**config.mk**
```make
export PLATFORM = sky130hd
export DESIGN_NAME = map_frame_serializer
export DESIGN_NICKNAME = d
export VERILOG_FILES = /design/src/rtl/map_frame_serializer.sv
export SDC_FILE = /design/constraint.sdc
export NUM_CORES = 2
export LEC_CHECK = 0
export CAP_MARGIN = 20
export CORE_AREA = 5 5 582 584
export DETAILED_ROUTE_END_ITERATION = 7
export DIE_AREA = 0 0 587 589
export GPL_ROUTABILITY_DRIVEN = 0
export HOLD_SLACK_MARGIN = 0.12
export SKIP_LAST_GASP = 1
export SLEW_MARGIN = 10
export SYNTH_ARGS = -nofsm -noshare
export SYNTH_HDL_FRONTEND = slang
export SYNTH_SLANG_ARGS = --single-unit
export TNS_END_PERCENT = 10
```
**constraint.sdc**
```tcl
create_clock -name clk -period 83 [get_ports clk]
set_input_delay 24.9 -clock clk [delete_from_list [all_inputs] [get_ports clk]]
set_output_delay 24.9 -clock clk [all_outputs]
set_load 0.005 [all_outputs]
```
**src/rtl/map_frame_serializer.sv**
```systemverilog
// map_frame_serializer: captures a one-cycle hit-map frame and streams it as 16-bit words
// Ports: clk, rst_n (async, active-low); array_header + array_in00..37 frame input, sampled
// when array_header[37]=1 and idle; tx_data/tx_valid/tx_ready word handshake with tx_sof on H0
// and tx_eof on T1; busy while a frame is held; drop_cnt saturating count of frames lost while busy.
// Build option: define MAP_ZS_EN to skip all-zero rows (zero-suppression).
module map_frame_serializer #(
    parameter int DROP_CNT_W = 8
) (
    input  logic                  clk,
    input  logic                  rst_n,
    input  logic [37:0]           array_header,
    input  logic [37:0]           array_in00, array_in01, array_in02, array_in03, array_in04,
    input  logic [37:0]           array_in05, array_in06, array_in07, array_in08, array_in09,
    input  logic [37:0]           array_in10, array_in11, array_in12, array_in13, array_in14,
    input  logic [37:0]           array_in15, array_in16, array_in17, array_in18, array_in19,
    input  logic [37:0]           array_in20, array_in21, array_in22, array_in23, array_in24,
    input  logic [37:0]           array_in25, array_in26, array_in27, array_in28, array_in29,
    input  logic [37:0]           array_in30, array_in31, array_in32, array_in33, array_in34,
    input  logic [37:0]           array_in35, array_in36, array_in37,
    output logic [15:0]           tx_data,
    output logic                  tx_valid,
    input  logic                  tx_ready,
    output logic                  tx_sof,
    output logic                  tx_eof,
    output logic                  busy,
    output logic [DROP_CNT_W-1:0] drop_cnt
);
    typedef enum logic [1:0] {IDLE, HDR, ROW, TRL} state_t;
    state_t      state, ns;
    logic [1:0]  sub, nsub;
    logic [5:0]  r, nr, pick, nrows;
    logic [37:0] mask, mask_init;
    logic [36:16] hdr;
    logic [37:0] rows_in [38];
    logic [37:0] shadow [38];
    logic [15:0] csum, nword;
    logic        cap, hs, enter_row;
    assign rows_in = '{array_in00, array_in01, array_in02, array_in03, array_in04, array_in05,
                       array_in06, array_in07, array_in08, array_in09, array_in10, array_in11,
                       array_in12, array_in13, array_in14, array_in15, array_in16, array_in17,
                       array_in18, array_in19, array_in20, array_in21, array_in22, array_in23,
                       array_in24, array_in25, array_in26, array_in27, array_in28, array_in29,
                       array_in30, array_in31, array_in32, array_in33, array_in34, array_in35,
                       array_in36, array_in37};
    assign busy      = state != IDLE;
    assign tx_valid  = busy;
    assign cap       = array_header[37] && !busy;
    assign hs        = tx_valid && tx_ready;
    assign enter_row = hs && ns == ROW && nsub == 2'd0;
    // mask holds rows still to be sent; the lowest set bit is the next row, so the
    // same walk serves both the full frame (all ones) and the zero-suppressed one
    always_comb begin
        mask_init = '1;
        pick = '0;
        for (int i = 37; i >= 0; i--) begin
`ifdef MAP_ZS_EN
            mask_init[i] = |rows_in[i];
`endif
            pick = mask[i] ? 6'(i) : pick;
        end
        ns   = state;
        nsub = sub;
        nr   = r;
        if (cap) begin
            ns   = HDR;
            nsub = 2'd0;
        end else if (hs) begin
            if (state == TRL ? sub == 2'd0 : sub != 2'd2) nsub = sub + 2'd1;
            else if (state == TRL) ns = IDLE;
            else if (|mask) begin
                ns   = ROW;
                nsub = 2'd0;
                nr   = pick;
            end else begin
                ns   = TRL;
                nsub = 2'd0;
            end
        end
        // word for the position being entered; H0 comes straight from the strobe header
        // and T1 folds in the T0 word currently on the bus
        case (ns)
            HDR:     nword = nsub == 2'd0 ? array_header[15:0] :
                             nsub == 2'd1 ? {6'b0, hdr[25:16]} : {5'b0, hdr[36:26]};
            ROW:     nword = nsub == 2'd0 ? {2'b01, nr, shadow[nr][37:30]} :
                             nsub == 2'd1 ? shadow[nr][29:14] : {shadow[nr][13:0], 2'b00};
            TRL:     nword = nsub == 2'd0 ? {2'b11, 8'h00, nrows} : csum ^ tx_data;
            default: nword = '0;
        endcase
    end
    always_ff @(posedge clk or negedge rst_n) begin
        if (!rst_n) begin
            state    <= IDLE;
            sub      <= '0;
            r        <= '0;
            mask     <= '0;
            nrows    <= '0;
            csum     <= '0;
            tx_data  <= '0;
            tx_sof   <= 1'b0;
            tx_eof   <= 1'b0;
            drop_cnt <= '0;
        end else begin
            state <= ns;
            sub   <= nsub;
            r     <= nr;
            if (cap) begin
                mask  <= mask_init;
                nrows <= '0;
                csum  <= '0;
            end else if (hs) csum <= csum ^ tx_data;
            if (enter_row) begin
                mask[nr] <= 1'b0;
                nrows    <= nrows + 6'd1;
            end
            if (cap || hs) begin
                tx_data <= nword;
                tx_sof  <= cap;
                tx_eof  <= ns == TRL && nsub == 2'd1;
            end
            if (array_header[37] && busy && !(&drop_cnt)) drop_cnt <= drop_cnt + DROP_CNT_W'(1);
        end
    end
    always_ff @(posedge clk) begin
        if (cap) begin
            hdr    <= array_header[36:16];
            shadow <= rows_in;
        end
    end
endmodule

```
Word-level counts from Yosys, hierarchy flattened
Cells that the tools add are included.
{"block": "op_classes", "add_sub_neg": 3, "n_lt_le_gt_ge": 3, "n_eq_ne": 6, "n_mux": 70, "bitwise": 4, "n_reduce_logical": 18}
{"op": "$mux 6", "n": 45}
{"op": "$bmux 38 s6", "n": 1}
{"op": "$mux 38", "n": 4}
{"op": "$mux 16", "n": 6}
{"op": "$pmux 16 s3", "n": 1}
{"op": "$and 38x38->38", "n": 1}
{"op": "$not 38->38", "n": 1}
{"op": "$reduce_or 38->1", "n": 1}
{"op": "$mux 2", "n": 8}
{"op": "$xor 16x16->16", "n": 1}
{"op": "$mux 11", "n": 1}
{"op": "$add 8x1->8 const B", "n": 1}
{"op": "$logic_and 1x1->1", "n": 8}
{"op": "$reduce_and 8->1", "n": 1}
{"op": "$ge 7x7->1 const B", "n": 1}
{"op": "$lt 6x7->1 const B", "n": 1}
{"op": "$not 6->7", "n": 1}
{"op": "$add 6x1->6 const B", "n": 1}
{"op": "$demux 1 s6", "n": 1}
{"op": "$eq 2x2->1 const B", "n": 3}
{"op": "$ge 6x1->1 const B", "n": 1}
{"op": "$reduce_bool 2->1", "n": 3}
{"op": "$eq 2x1->1 const B", "n": 2}
{"op": "$logic_not 2->1", "n": 2}
{"op": "5 further kinds", "n": 8}
{"block": "word_totals", "reg_bits": 1561, "output_inout_bits": 28, "wordCells": 153}

Longest topological paths before layout
{"block": "logic_depth", "ltp_word": 50, "ltp_mapped": 18, "mapped_depth_nobuf": 15}

Worst setup path before layout
No wires, ideal clock.
{"block": "synth_path", "kind": "input -> register", "start": "input port array_header[37]", "end": "register hdr[16] (netlist bit), enable pin", "setup_ns": 2.398, "arrival_ns": 64.621, "t_required_ns": 80.602, "setup_slack_ns": 15.981, "stages": 3, "path_buffers": 1, "cell_sequence": "nand2_1 -> inv_2 -> buf_1"}
{"block": "synth_via", "elab_chain_len": 1}
{"element": "start, declared", "line_no": "11", "rtl": "input logic [37:0] array_header,"}
{"element": "$logic_and 1x1->1", "line_no": "47", "rtl": "assign cap = array_header[37] && !busy;"}
{"element": "via cap", "line_no": "37", "rtl": "logic cap, hs, enter_row;"}
{"element": "end signal, assigned", "line_no": "125", "rtl": "hdr <= array_header[36:16];"}
{"element": "end, declared", "line_no": "33", "rtl": "logic [36:16] hdr;"}
The timed path passes the listed nets, and every way through them passes these cells.
A chain may end at the register's enable or synchronous reset.

Worst setup path in the final report
{"block": "layout_path", "start": "input port tx_ready", "end": "register tx_data[7]"}
{"block": "layout_via", "elab_chain_len": 10, "elab_cells_between_ends": 23}
{"element": "start, declared", "line_no": "22", "rtl": "input logic tx_ready,"}
{"element": "$logic_and 1x1->1 *", "line_no": "48", "rtl": "assign hs = tx_valid && tx_ready;"}
{"element": "$mux 6", "line_no": "67", "rtl": "end else if (hs) begin"}
{"element": "$mux 6", "line_no": "64", "rtl": "if (cap) begin"}
{"element": "$not 6->7 (not written as such)", "line_no": "84, 85"}
{"element": "$bmux 38 s6", "line_no": "84, 85"}
{"element": "$mux 38 (not written as such) (2 in a row)", "line_no": "85", "rtl": "nsub == 2'd1 ? shadow[nr][29:14] : {shadow[nr][13:0], 2'b00};"}
{"element": "$mux 16", "line_no": "85"}
{"element": "$mux 16", "line_no": "84", "rtl": "ROW: nword = nsub == 2'd0 ? {2'b01, nr, shadow[nr][37:30]} :"}
{"element": "$pmux 16 s3", "line_no": "81", "rtl": "case (ns)"}
{"element": "end signal, assigned", "line_no": "116", "rtl": "tx_data <= nword;"}
{"element": "end, declared", "line_no": "20", "rtl": "output logic [15:0] tx_data,"}
Every way passes the cells marked *; elsewhere a longest branch is shown, timed or not. The select of a mux whose other input is x is not followed.

==> parameters.txt <==
Parameter                              Value

Power
  Pleak ... 28.7 nW
  Power density over the cells ... 32.4 nW/um^2
  Internal portion of total power ... 1.63 mW
  Fraction of power spent switching nets ... 42.9%
  Reg power frac ... 31.3%
  Share of total power in the clock network ... 29.4%
  Post-layout power ... 2.86 mW
  Largest voltage drop on the vdd net ... 0.0242 mV
  Portion of total power attributed to combinational logic ... 39.3%
  Reported net switching power ... 1.23 mW

Global routing
  Pin count of the biggest net entering global routing ... 143
  Total congestion overflow ... 0
  Vias in the first global route ... 48460
  Number of antenna violations at the first check in global routing ... 227
  Global Route Usage Sum ... 22.9%
  Global-route wire length before repair ... 517000 um

Drt
  WL per Instance ... 39.9 um
  DRC violation count after routing ... 0
  Sum of routed wire length over all layers ... 414000 um
  Detailed router's first-iteration violation count ... 6116
  Antenna Nets Post-Route ... 0
  First drt pass iteration count ... 7
  Detailed-route vias per instance ... 4.71
  Total number of vias ... 48850

Synth
  Part of the Yosys area used for sequential elements ... 76.4%
  Post-synth ARST share ... 6.15%
  Post-Synthesis Net Count ... 5602
  Synthesized netlist cell count ... 4115
  Syn_area_per_cell ... 14.8 um^2
  Post-synthesis register bit count ... 1561
  Synth cell types ... 83
  Synthesis warning total ... 0
  Dominant synthesized flop cell ... sky130_fd_sc_hd__edfxtp_1
  Count of flip-flops with a built-in enable after synthesis ... 1465
  Area of the mapped netlist ... 60700 um^2

STA
  Maximum achievable frequency ... 0.0327 GHz
  Setup repair after global routing missed its margin ... false
  Slew headroom ... 17.5%
  Minimum period implied by the final worst setup slack ... 30.62 ns
  Crit share post-route ... 36.9%
  Setup tns final ... 0 ns
  Total setup violations reported at the end of the flow ... 0
  Transition at the pin with the smallest max-transition slack ... 1.24 ns
  Clk_skew ... 0.0652 ns
  Number of max-slew violations in the final report ... 0
  Final hold viol count ... 0

Clocking
  Depth of the CTS H-tree ... 4
  TritonCTS clock tree ... done
  CTS root buf ... sky130_fd_sc_hd__clkbuf_16
  Sink Count ... 1561
  Clock input transition at the sequential cells of the worst setup and hold paths ... 0.07 ns
  Clock latency of the later-clocked register in the worst-skew pair ... 0.90 ns
  Buffers inserted by post-CTS timing repair ... 0
  CTS-repair resized insts ... 0
  Total CTS buffers ... 191
  Count of hold-fix buffers inserted at cts ... 0
  Max clock buf depth ... 4

Finish
  Nets ... 7241
  Final Instance Area ... 88500 um^2
  Layout cell share with drive strength beyond 1 ... 9.68%
  Post-synthesis to final-layout area growth ... 45.8%
  Most common cell after layout, fill and taps aside ... sky130_fd_sc_hd__clkdlybuf4s50_1
  Number of filler instances in the final layout ... 34147
  Number of standard cells in the layout, taps in and fillers out ... 10382
  Finished Core Util ... 26.6%
  Highest-count cells in the layout ignoring fill and taps ... sky130_fd_sc_hd__clkdlybuf4s50_1, sky130_fd_sc_hd__edfxtp_1, sky130_fd_sc_hd__nand2_1

Floorplanning
  IO Pins ... 1513
  Core Area ... 333000 um^2
  Standard-cell rows ... 212
  Area of the die ... 346000 um^2
  Overall die width ... 587 um
  Vertical die dimension ... 589 um
  Effective utilization at floorplan ... 18.2%

Flow run
  Number of max-cap violations ... 0

Critical path
  Worst setup slack for register-to-register paths ... 75.76 ns
  Data required time at the worst endpoint ... 83.72 ns
  Startpoint-to-endpoint class of the critical path ... in -> reg
  CP Launch Type ... input port
  Kind of end point of the critical path ... register
  CP max FO ... 57
  Critical path arrival ... 31.34 ns

Placement
  Cell area after placement ... 82100 um^2
  Buffers added on ports ... 1512
  Estimated wirelength of the detail-placed design ... 320000 um
  Number of instances in the placed design ... 9946

Outcome
  Run status ... finished clean

Min path
  Worst min-delay path category ... reg -> reg
==> sequential cells by signal, summed over array words and instances, names as in the netlist <==
name,flops
shadow,1444
hdr,21
tx_eof,1
state,2
csum,16
sub,2
mask,38
tx_sof,1
drop_cnt,8
r,6
tx_data,16
nrows,6
==> through the flow <==
stage	worst slack (ns)	hold slack [ns]
floorplan	15.98	0.467
detailed placement	51.42	0.478
global route	52.24	0.522
global placement	50.83	0.480
finish	52.38	0.493
CTS	52.41	0.501
==> metal layers <==
layer,global-route usage (%),vias up,share of wire [%]
met2,37.8,3601,47
li1,-,19741,-
met5,0,-,0.18
met3,6.46,753,9.3
met4,6.96,114,3.5
met1,29.0,24641,40
==> cell families (layout without fill, tap and decap cells) <==
family                     after synthesis  count (layout)  synth area share (%)
and+or+nand+nor                       1049            1049                  7.40
muxes                                   77              77                  1.31
xor gates and xnor gates                21              21                 0.303
buffers and inverters                  279            2075                  2.07
adders and majority gates                2               2                0.0412
AOI/OAI and AO/OA                     1126            1126                  12.4
other                                    0              84                     0
DFF                                   1561            1561                  76.4
==> cell usage after synthesis (11+ instances only) <==
library cell                instances  area (um^2)
sky130_fd_sc_hd__edfxtp_1        1465        44000
sky130_fd_sc_hd__nand2_1          480         1800
sky130_fd_sc_hd__nor2_1           280         1050
sky130_fd_sc_hd__o22ai_1          268         1680
sky130_fd_sc_hd__a21oi_1          183          916
sky130_fd_sc_hd__o21ai_0          176          881
sky130_fd_sc_hd__nand3_1          109          546
sky130_fd_sc_hd__clkbuf_1         101          379
sky130_fd_sc_hd__buf_2            100          500
sky130_fd_sc_hd__o221ai_1          99          867
sky130_fd_sc_hd__dfrtp_1           96         2400
sky130_fd_sc_hd__a31oi_1           89          557
sky130_fd_sc_hd__nor3_1            67          335
sky130_fd_sc_hd__mux2i_1           58          581
sky130_fd_sc_hd__nor4_1            42          263
sky130_fd_sc_hd__o22a_1            39          342
sky130_fd_sc_hd__o211ai_1          30          225
sky130_fd_sc_hd__a22oi_1           28          210
sky130_fd_sc_hd__inv_1             27          101
sky130_fd_sc_hd__buf_1             24         90.1
sky130_fd_sc_hd__a211oi_1          22          165
sky130_fd_sc_hd__a311oi_1          21          184
sky130_fd_sc_hd__mux2_2            19          214
sky130_fd_sc_hd__o2111ai_1         19          166
sky130_fd_sc_hd__o31ai_1           19          143
sky130_fd_sc_hd__buf_4             18          135
sky130_fd_sc_hd__or3_1             14         87.6
sky130_fd_sc_hd__a32oi_1           13          114
sky130_fd_sc_hd__xor2_1            13          114
sky130_fd_sc_hd__or4_1             12         90.1
sky130_fd_sc_hd__and3_1            11         68.8
==> power groups by stage <==
stage	Clock [mW]	Combinational, mW	Sequential [mW]
global placement	0	1.14	0.912
floorplan	0	0.408	0.901
CTS	0.862	1.16	0.897
detailed placement	0	1.15	0.913
finish	0.843	1.12	0.897
global route	0.890	1.17	0.898
==> cell type report <==
cell class,count,area [um^2],area share (%)
clock inverters,124,1200,1.35
flip-flops and latches,1561,46400,52.4
inverters,34,161,0.182
repair buffers,1691,16600,18.8
clock buffers,226,4960,5.61
diodes,84,210,0.237
multi-input cells,2275,13500,15.2
well taps,4387,5490,6.20
==> worst paths after layout <==
| kind | startpoint | end | cells after the start |
|---|---|---|---|
| hold reg to reg | tx_sof | tx_sof | 2 |
| setup / recovery | tx_ready | tx_data[7] | 15 |
| min in group asynchronous | rst_n | drop_cnt[0] | 1 |
| hold / removal | tx_sof | tx_sof | 2 |
| max in group asynchronous | rst_n | r[2] | 2 |
| setup reg to reg | mask[5] | tx_data[7] | 16 |
==> critical path, cell delays in order <==
cell	delay (ns)
sky130_fd_sc_hd__clkdlybuf4s50_1	0.67
sky130_fd_sc_hd__and3_1	0.40
sky130_fd_sc_hd__o31ai_4	0.22
sky130_fd_sc_hd__a211oi_2	0.57
sky130_fd_sc_hd__nor2_4	0.18
sky130_fd_sc_hd__inv_8	0.33
sky130_fd_sc_hd__buf_4	0.53
sky130_fd_sc_hd__buf_4	0.65
sky130_fd_sc_hd__mux2_2	0.42
sky130_fd_sc_hd__o22ai_1	0.17
sky130_fd_sc_hd__nand2_1	0.12
sky130_fd_sc_hd__o2111ai_1	0.15
sky130_fd_sc_hd__nand3_1	0.58
sky130_fd_sc_hd__a22oi_1	0.79
sky130_fd_sc_hd__o221ai_1	0.20
(Power assumes the default switching activity.)
